[config.mk]
export PLATFORM = sky130hd
export DESIGN_NAME = jtag_tap_controller_flat
export DESIGN_NICKNAME = d
export VERILOG_FILES = /design/src/rtl/jtag_tap_controller_if.sv /design/src/rtl/jtag_tap_controller.sv /design/src/flat_wrapper.sv
export SDC_FILE = /design/constraint.sdc
export NUM_CORES = 1
export LEC_CHECK = 0
export CAP_MARGIN = 20
export CORE_MARGIN = 2
export CORE_UTILIZATION = 54
export CTS_CLUSTER_DIAMETER = 50
export DETAILED_ROUTE_END_ITERATION = 7
export GPL_TIMING_DRIVEN = 0
export PLACE_DENSITY = 0.79
export SLEW_MARGIN = 20
export SYNTH_ARGS = -nofsm -noshare
export SYNTH_HDL_FRONTEND = slang
export SYNTH_SLANG_ARGS = --single-unit
[constraint.sdc]
create_clock -name clk -period 2.3 [get_ports clk]
set_input_delay 0.46 -clock clk [delete_from_list [all_inputs] [get_ports clk]]
set_output_delay 0.46 -clock clk [all_outputs]
set_load 0.01 [all_outputs]
[src/rtl/jtag_tap_controller_if.sv]
// JTAG pin bundle between the host-side driver and the target TAP.
// The host owns tck/tms/tdi/trst; the target drives tdo back.
interface jtag_interface;
    logic tck;
    logic tms;
    logic tdi;
    logic trst;
    logic tdo;

    modport master (output tck, tms, tdi, trst, input tdo);
    modport slave  (input tck, tms, tdi, trst, output tdo);
endinterface

[src/rtl/jtag_tap_controller.sv]
// Target-side IEEE 1149.1 TAP: oversamples the JTAG pins in the clk domain,
// runs the 16-state TAP FSM and owns IR, IDCODE, bypass and user DR chains.
module jtag_tap_controller #(
    parameter int          INSTRUCTION_WIDTH = 4,
    parameter int          DATA_WIDTH        = 32,
    parameter logic [31:0] JTAG_ID           = 32'h4E595A49
) (
    input  logic                         clk,
    input  logic                         reset,
    jtag_interface.slave                 jtag,
    input  logic [DATA_WIDTH-1:0]        data_in,
    output logic [INSTRUCTION_WIDTH-1:0] instruction,
    output logic                         capture_dr,
    output logic                         update_dr,
    output logic                         update_ir,
    output logic [DATA_WIDTH-1:0]        data_out
);

    localparam int IW = INSTRUCTION_WIDTH;
    localparam int DW = DATA_WIDTH;

    localparam logic [IW-1:0] IR_IDCODE = IW'(1);
    localparam logic [IW-1:0] IR_BYPASS = '1;

    localparam logic [3:0] S_TLR    = 4'hF;
    localparam logic [3:0] S_RTI    = 4'hC;
    localparam logic [3:0] S_SEL_DR = 4'h7;
    localparam logic [3:0] S_CAP_DR = 4'h6;
    localparam logic [3:0] S_SH_DR  = 4'h2;
    localparam logic [3:0] S_EX1_DR = 4'h1;
    localparam logic [3:0] S_PAU_DR = 4'h3;
    localparam logic [3:0] S_EX2_DR = 4'h0;
    localparam logic [3:0] S_UPD_DR = 4'h5;
    localparam logic [3:0] S_SEL_IR = 4'h4;
    localparam logic [3:0] S_CAP_IR = 4'hE;
    localparam logic [3:0] S_SH_IR  = 4'hA;
    localparam logic [3:0] S_EX1_IR = 4'h9;
    localparam logic [3:0] S_PAU_IR = 4'hB;
    localparam logic [3:0] S_EX2_IR = 4'h8;
    localparam logic [3:0] S_UPD_IR = 4'hD;

    logic r_tck_s1, r_tck_s2, r_tck_prev;
    logic r_tms_s1, r_tms_s2;
    logic r_tdi_s1, r_tdi_s2;
    logic r_trst_s1, r_trst_s2;

    logic [3:0]    r_state;
    logic [3:0]    w_state_next;
    logic [IW-1:0] r_instruction;
    logic [IW-1:0] r_ir_shift;
    logic [31:0]   r_id_shift;
    logic [DW-1:0] r_dr_shift;
    logic          r_bypass;
    logic          r_tdo;
    logic          r_capture_dr;
    logic          r_update_dr;
    logic          r_update_ir;
    logic [DW-1:0] r_data_out;

    logic w_tck_rise;
    logic w_tck_fall;
    logic w_is_idcode;
    logic w_is_bypass;
    logic w_is_user;

    assign w_tck_rise  = r_tck_s2 & ~r_tck_prev;
    assign w_tck_fall  = ~r_tck_s2 & r_tck_prev;
    assign w_is_idcode = (r_instruction == IR_IDCODE);
    assign w_is_bypass = (r_instruction == IR_BYPASS);
    assign w_is_user   = ~w_is_idcode & ~w_is_bypass;

    assign instruction = r_instruction;
    assign capture_dr  = r_capture_dr;
    assign update_dr   = r_update_dr;
    assign update_ir   = r_update_ir;
    assign data_out    = r_data_out;
    assign jtag.tdo    = r_tdo;

    // Two-flop synchronizers on every pin, plus a history flop for tck edges.
    always_ff @(posedge clk or negedge reset) begin
        if (!reset) begin
            r_tck_s1   <= 1'b0;
            r_tck_s2   <= 1'b0;
            r_tck_prev <= 1'b0;
            r_tms_s1   <= 1'b0;
            r_tms_s2   <= 1'b0;
            r_tdi_s1   <= 1'b0;
            r_tdi_s2   <= 1'b0;
            r_trst_s1  <= 1'b0;
            r_trst_s2  <= 1'b0;
        end else begin
            r_tck_s1   <= jtag.tck;
            r_tck_s2   <= r_tck_s1;
            r_tck_prev <= r_tck_s2;
            r_tms_s1   <= jtag.tms;
            r_tms_s2   <= r_tms_s1;
            r_tdi_s1   <= jtag.tdi;
            r_tdi_s2   <= r_tdi_s1;
            r_trst_s1  <= jtag.trst;
            r_trst_s2  <= r_trst_s1;
        end
    end

    // 1149.1 next-state table driven by the synchronized tms.
    always_comb begin
        w_state_next = r_state;
        unique case (r_state)
            S_TLR:    w_state_next = r_tms_s2 ? S_TLR    : S_RTI;
            S_RTI:    w_state_next = r_tms_s2 ? S_SEL_DR : S_RTI;
            S_SEL_DR: w_state_next = r_tms_s2 ? S_SEL_IR : S_CAP_DR;
            S_CAP_DR: w_state_next = r_tms_s2 ? S_EX1_DR : S_SH_DR;
            S_SH_DR:  w_state_next = r_tms_s2 ? S_EX1_DR : S_SH_DR;
            S_EX1_DR: w_state_next = r_tms_s2 ? S_UPD_DR : S_PAU_DR;
            S_PAU_DR: w_state_next = r_tms_s2 ? S_EX2_DR : S_PAU_DR;
            S_EX2_DR: w_state_next = r_tms_s2 ? S_UPD_DR : S_SH_DR;
            S_UPD_DR: w_state_next = r_tms_s2 ? S_SEL_DR : S_RTI;
            S_SEL_IR: w_state_next = r_tms_s2 ? S_TLR    : S_CAP_IR;
            S_CAP_IR: w_state_next = r_tms_s2 ? S_EX1_IR : S_SH_IR;
            S_SH_IR:  w_state_next = r_tms_s2 ? S_EX1_IR : S_SH_IR;
            S_EX1_IR: w_state_next = r_tms_s2 ? S_UPD_IR : S_PAU_IR;
            S_PAU_IR: w_state_next = r_tms_s2 ? S_EX2_IR : S_PAU_IR;
            S_EX2_IR: w_state_next = r_tms_s2 ? S_UPD_IR : S_SH_IR;
            S_UPD_IR: w_state_next = r_tms_s2 ? S_SEL_DR : S_RTI;
            default:  w_state_next = S_TLR;
        endcase
    end

    // State register, instruction register and the one-clk event pulses.
    always_ff @(posedge clk or negedge reset) begin
        if (!reset) begin
            r_state       <= S_TLR;
            r_instruction <= IR_IDCODE;
            r_capture_dr  <= 1'b0;
            r_update_dr   <= 1'b0;
            r_update_ir   <= 1'b0;
            r_data_out    <= '0;
        end else begin
            r_capture_dr <= 1'b0;
            r_update_dr  <= 1'b0;
            r_update_ir  <= 1'b0;
            if (r_trst_s2) begin
                r_state       <= S_TLR;
                r_instruction <= IR_IDCODE;
            end else if (w_tck_rise) begin
                r_state <= w_state_next;
                if (r_state == S_CAP_DR && w_is_user) begin
                    r_capture_dr <= 1'b1;
                end
                if (w_state_next == S_UPD_IR) begin
                    r_instruction <= r_ir_shift;
                    r_update_ir   <= 1'b1;
                end else if (w_state_next == S_TLR) begin
                    r_instruction <= IR_IDCODE;
                end
                if (w_state_next == S_UPD_DR && w_is_user) begin
                    r_data_out  <= r_dr_shift;
                    r_update_dr <= 1'b1;
                end
            end else if (r_state == S_TLR) begin
                r_instruction <= IR_IDCODE;
            end
        end
    end

    // Capture and shift of the IR and the DR chain selected by the instruction.
    always_ff @(posedge clk or negedge reset) begin
        if (!reset) begin
            r_ir_shift <= '0;
            r_id_shift <= '0;
            r_dr_shift <= '0;
            r_bypass   <= 1'b0;
        end else if (w_tck_rise && !r_trst_s2) begin
            case (r_state)
                S_CAP_IR: r_ir_shift <= IW'(1);
                S_SH_IR:  r_ir_shift <= {r_tdi_s2, r_ir_shift[IW-1:1]};
                S_CAP_DR: begin
                    if (w_is_idcode)      r_id_shift <= JTAG_ID;
                    else if (w_is_bypass) r_bypass   <= 1'b0;
                    else                  r_dr_shift <= data_in;
                end
                S_SH_DR: begin
                    if (w_is_idcode)
                        r_id_shift <= {r_tdi_s2, r_id_shift[31:1]};
                    else if (w_is_bypass)
                        r_bypass <= r_tdi_s2;
                    else
                        r_dr_shift <= {r_tdi_s2, r_dr_shift[DW-1:1]};
                end
                default: ;
            endcase
        end
    end

    // tdo launches on the falling tck edge so the host sees it at the next rise.
    always_ff @(posedge clk or negedge reset) begin
        if (!reset) begin
            r_tdo <= 1'b0;
        end else if (w_tck_fall) begin
            if (r_state == S_SH_IR)
                r_tdo <= r_ir_shift[0];
            else if (r_state == S_SH_DR)
                r_tdo <= w_is_idcode ? r_id_shift[0] :
                         w_is_bypass ? r_bypass : r_dr_shift[0];
            else
                r_tdo <= 1'b0;
        end
    end

endmodule

[src/flat_wrapper.sv]
// flat-port wrapper written by rule: the top's interface ports become plain ports
module jtag_tap_controller_flat 
#(
    parameter int          INSTRUCTION_WIDTH = 4,
    parameter int          DATA_WIDTH        = 32,
    parameter logic [31:0] JTAG_ID           = 32'h4E595A49
)
  (clk, reset, data_in, instruction, capture_dr, update_dr, update_ir, data_out, jtag_tck, jtag_tms, jtag_tdi, jtag_trst, jtag_tdo);
  jtag_interface jtag_i ();
  input  logic clk;
  input  logic reset;
  input  logic [DATA_WIDTH-1:0] data_in;
  output logic [INSTRUCTION_WIDTH-1:0] instruction;
  output logic capture_dr;
  output logic update_dr;
  output logic update_ir;
  output logic [DATA_WIDTH-1:0] data_out;
  input wire logic [$bits(jtag_i.tck)-1:0] jtag_tck;
  input wire logic [$bits(jtag_i.tms)-1:0] jtag_tms;
  input wire logic [$bits(jtag_i.tdi)-1:0] jtag_tdi;
  input wire logic [$bits(jtag_i.trst)-1:0] jtag_trst;
  output wire logic [$bits(jtag_i.tdo)-1:0] jtag_tdo;
  assign jtag_i.tck = jtag_tck;
  assign jtag_i.tms = jtag_tms;
  assign jtag_i.tdi = jtag_tdi;
  assign jtag_i.trst = jtag_trst;
  assign jtag_tdo = jtag_i.tdo;
  jtag_tap_controller #(.INSTRUCTION_WIDTH(INSTRUCTION_WIDTH), .DATA_WIDTH(DATA_WIDTH), .JTAG_ID(JTAG_ID)) u_core (.clk(clk), .reset(reset), .jtag(jtag_i), .data_in(data_in), .instruction(instruction), .capture_dr(capture_dr), .update_dr(update_dr), .update_ir(update_ir), .data_out(data_out));
endmodule
======== Yosys cells after proc, flatten, opt, wreduce, memory -nomap -nowiden ========
Index checks and enable logic that the tools add are counted.
word-level totals
  RAM bits ................................ 0
  memory bits (read-only) ................. 0
  bits in latches ......................... 0
  flip-flop bits (word level) ............. 122
  memories ................................ 0
operators by class
  $add $sub $neg .......................... 0
  muxes and demuxes ....................... 47
  div/mod/pow operators ................... 0
  shift-type cells ........................ 0
  magnitude comparators ................... 0
  bitwise gates (word level) .............. 8
  reduce and logical (&&, ||, !) cells .... 18
  $mul .................................... 0
  eq/ne operators ......................... 29
operators with widths
  operator                                                                number
  32-bit 2-to-1 mux                                                       6
  32-bit one-hot mux with 2 select lines                                  2
  4-bit one-hot mux with 12 select lines                                  1
  4-bit equality test (second input constant)                             11
  4-bit 2-to-1 mux                                                        8
  4-bit by 3-bit equality test with 1-bit output (second input constant)  5
  1-bit 2-to-1 mux                                                        18
  2-bit 2-to-1 mux                                                        6
  3-bit 2-to-1 mux                                                        4
  6-bit AND reduction                                                     2
  4-bit by 1-bit equality test with 1-bit output (second input constant)  2
  4-bit by 2-bit equality test with 1-bit output (second input constant)  2
  2-bit by 1-bit != test with 1-bit output (second input constant)        4
  2-bit != test (second input constant)                                   4
  4-bit one-hot mux with 2 select lines                                   1
  2-bit nonzero test                                                      3
  1-bit NOT                                                               5
  4-bit logical NOT                                                       1
  4-bit by 3-bit != test with 1-bit output (second input constant)        1
  2-bit AND reduction                                                     2
  4-bit AND reduction                                                     1
  2-bit OR reduction                                                      2
  1-bit bitwise AND                                                       3
  1-bit logical AND                                                       3
  other kinds (5)                                                         5

======== Logic depth before layout (Yosys ltp) ========
  depth in word-level cells ............... 8
  gate-level depth with buffers ........... 7

======== Worst setup path after synthesis ========
No wires, ideal clock.
  kind .................................... register to register
  from .................................... reg u_core.r_instruction[0] (netlist: u_core.instruction[0])
  to ...................................... reg u_core.r_data_out[0] (netlist: u_core.data_out[0])
  cell stages (with the launch flop) ...... 7
  data required time ...................... 2,175 ps
  arrival ................................. 1,707 ps
  path slack .............................. 468 ps
  path buffers ............................ 2
  clock period less this slack ............ 1,832 ps
  cells stage by stage .................... dfstp_2 -> nor4b_2 -> a21o_2 -> nand2b_1 -> buf_6 -> buf_6 -> mux2_4
between the ends
  cells in the longest elaborated chain, start to end .. 5
  elaborated cells between the ends (all ways) .. 7
  those cells by class .................... eq/ne (2); bitwise (3); reduce/logical (2)
RTL lines
  item                                                                                          line                                                  RTL
  start, declared                                                                               jtag_tap_controller.sv:49                             logic [IW-1:0] r_instruction;
  start signal, assigned                                                                        jtag_tap_controller.sv:150                            r_instruction <= r_ir_shift;
  4-bit by 1-bit equality test with 1-bit output / 4-bit equality test (equally long branches)  jtag_tap_controller.sv:68, jtag_tap_controller.sv:69
  1-bit NOT                                                                                     jtag_tap_controller.sv:70                             assign w_is_user = ~w_is_idcode & ~w_is_bypass;
  1-bit bitwise AND *                                                                           jtag_tap_controller.sv:70
  1-bit logical AND *                                                                           jtag_tap_controller.sv:155                            if (w_state_next == S_UPD_DR && w_is_user) begin
  3-bit AND reduction (no source line) *                                                        -
  end signal, assigned                                                                          jtag_tap_controller.sv:156                            r_data_out <= r_dr_shift;
  end, declared                                                                                 jtag_tap_controller.sv:58                             logic [DW-1:0] r_data_out;
Every way passes the cells marked *; elsewhere a longest branch is shown, timed or not.
A chain may end at the register's enable or synchronous reset.

======== Worst setup path in the final report ========
  from .................................... reg u_core.r_instruction[0] (netlist: u_core.instruction[0])
  to ...................................... out instruction[0]
RTL lines
  item           line                RTL
  end, declared  flat_wrapper.sv:13  output logic [INSTRUCTION_WIDTH-1:0] instruction;
No word-level cell between the ends.

==> metrics.csv <==
metric,value,unit
Mapped Cells,465,
Max Fanout on Critical Path,7,
cell family with most CP delay,flip-flops,
I/O Pins,78,
Fillers,707,
multi-input logic area,2040,um^2
Initial Utilization,55.0,%
critical path class,reg -> out,
"worst slack, placed",263,ps
synthesis-to-layout area growth,29.0,%
n_diodes,0,
fin util,71.0,%
routed vias/inst,5.54,
Setup Skew,7.68,ps
Period minus WS final,2110,ps
Num Clock Sinks,122,
ANT nets after route,0,
first-pass GRT wire length,19800,um
final setup fails,0,
post-synthesis sequential area ratio,57.7,%
HP Class,reg -> reg,
Power Density,738,nW/um^2
Worst setup EP type,output pin,
RSZ-0062 raised after global routing,no,
Die Ht,103,um
syn_nets,503,
CP required,1840,ps
Hold Fails Final Rpt,0,
CTS tree,built,
DRT iter0 DRCs,230,
share of layout cells above drive strength 1,16.0,%
clk_lat worst skew,520,ps
Worst VDD drop,0.599,mV
Synth Area per Inst,11.4,um^2
Tot Pwr,0.00505,W
cell chosen for the clock root,clkbuf_8,
core area,9640,um^2
nets,601,
main area contributors after synthesis,"dfrtp_1 55%, mux2_4 8.2%, mux2i_1 6.0%, nand2_1 5.4%, o21ai_0 5.3%",
max cap viols,0,
IO buf count,77,
die area,10600,um^2
"EDFF count, synth",0,
drt drc,0,
CTS max path bufs,2,
Pins Over Slew Limit,0,
period utilisation layout,91.8,%
setup TNS,0,ps
vias in the first global route,4031,
worst setup margin,190,ps
global route overflow,0,
DR vias,3925,
H-tree Lvls,4,
post-synth top area cell,dfrtp_1,
worst-margin pin slew,597,ps
Worst Path Buf+Inv,1,
CTS buffer count,17,
Achievable Freq,474,MHz
Placed Area,6270,um^2
ys flop type,dfrtp_1,
Leakage Power,3.05,nW
top cell type's share of synthesized area,55.2,%
antenna violations before repair,0,
Final Cell Area,6840,um^2
critical path's largest stage delay,590,ps
startpoint types,register,
gr usage total,24.5,%
Reg area,3060,um^2
Post-Syn Area,5310,um^2
largest net degree at the start of global routing,81,
Post-synth ARST share,100,%
outcome,finished clean,
Synth Register Bits,122,
clock slew at reported path FFs,50,ps
GP Congestion,0.846,
Resized Gates After CTS,0,
yosys warns,0,
final WL,12100,um
critical-path cell list,clkdlybuf4s50_1,
hpwl dp,7840,um
DR pass1 iterations,4,
"Slowest-stage cell, CP",dfstp_2,
wire per inst,17.1,um
CP arrival,1650,ps
Cell Rows,36,
Slew HR,59.9,%
die width,103,um
distinct cell type count after synthesis,42,
==> synthesized netlist by cell type (3+ instances only) <==
master,count
dfrtp_1,117
nand2_1,76
o21ai_0,56
mux2i_1,32
mux2_4,29
o21ai_1,28
nand3_1,20
clkbuf_1,12
buf_2,11
a21oi_1,8
inv_1,8
a32oi_1,6
nor3_1,6
dfstp_2,5
nand2b_1,5
nor2_1,5
buf_6,4
mux2_2,4
nor2b_1,4
buf_4,3
nor4_1,3
o41ai_1,3
==> registers in the layout (all words and copies together), names as in the netlist <==
signal and cells:
u_core.capture_dr 1, u_core.data_out 32, u_core.instruction 4, u_core.jtag.tdo 1, u_core.r_bypass 1, u_core.r_dr_shift 32
u_core.r_id_shift 32, u_core.r_ir_shift 4, u_core.r_state 4, u_core.r_tck_prev 1, u_core.r_tck_s1 1, u_core.r_tck_s2 1
u_core.r_tdi_s1 1, u_core.r_tdi_s2 1, u_core.r_tms_s1 1, u_core.r_tms_s2 1, u_core.r_trst_s1 1, u_core.r_trst_s2 1
u_core.update_dr 1, u_core.update_ir 1
==> path summary, 6_finish.rpt <==
kind | startpoint | slack, ps | depth (start not counted) | end
max in group asynchronous | reset | 1100 | 3 | u_core.r_state[0]$_DFFE_PN1P_
setup reg to reg | u_core.instruction[0]$_DFFE_PN1P_ | 240 | 6 | u_core.data_out[20]$_DFFE_PN0P_
hold reg to reg | u_core.r_tms_s1$_DFF_PN0_ | 350 | 0 | u_core.r_tms_s2$_DFF_PN0_
min in group asynchronous | reset | 440 | 2 | u_core.r_id_shift[4]$_DFFE_PN0P_
hold / removal | u_core.r_tms_s1$_DFF_PN0_ | 350 | 0 | u_core.r_tms_s2$_DFF_PN0_
setup / recovery | u_core.instruction[0]$_DFFE_PN1P_ | 190 | 1 | instruction[0]
==> kinds of logic (layout without fill, tap and decap cells) <==
logic type | Yosys count | count (layout) | share of synthesized area, %
buf+inv | 39 | 150 | 3.80
flops | 122 | 122 | 57.7
compound gates | 106 | 106 | 11.0
mux | 65 | 65 | 15.1
simple gates | 133 | 133 | 12.5
==> what timing repair did <==
action / in CTS / in global routing
buffers inserted: 0 / 0
hold buffers: 1 / 0
hold endpoints to repair: 41 / 0
==> where the power goes <==
part	switching [W]	total, W	internal (W)	leakage [nW]
Clock	0.000895	0.00251	0.00162	0.279
Sequential	0.0000359	0.00224	0.00220	1.49
Combinational	0.000137	0.000296	0.000159	1.28
Total	0.00107	0.00505	0.00398	3.05
==> routing by layer <==
layer  track usage [%]  vias up  part of all wire (%)
met5                 0        -                     0
met4              8.00        0                   1.5
met3              8.00       20                   5.5
met2              38.8      108                    49
met1              32.3     1969                    44
li1                  -     1828                     -
==> placed cells by master, fill, tap and decap left out, drive strengths merged, types with 2 or more instances in the layout <==
cell	n
a21oi	8
a32oi	6
nand2	76
clkbuf	36
nand3	20
dfrtp	117
nor2	5
inv	8
dfstp	5
bufinv	2
o21ai	84
nor4	3
mux2i	32
o41ai	3
nor3	6
nand2b	5
mux2	33
nor4b	2
clkinv	5
clkdlybuf4s50	76
buf	21
nor2b	4
==> layout make-up <==
cell class                      count  share of cell area, %
Sequential cell                   122                   44.7
Multi-Input combinational cell    304                   29.9
Timing Repair Buffer               79                   11.8
Clock buffer                       24                   6.87
Buffer                             31                   2.50
Tap cell                          133                   2.43
Clock inverter                      8                   1.35
Inverter                            8                  0.439
==> metrics by stage <==
stage,cells,hold slack [ps]
after floorplan,465,164
after global placement,675,333
after detailed placement,676,335
after CTS,709,347
after global routing,709,359
final,709,346
Note: power is estimated with default switching activity, not from simulation.
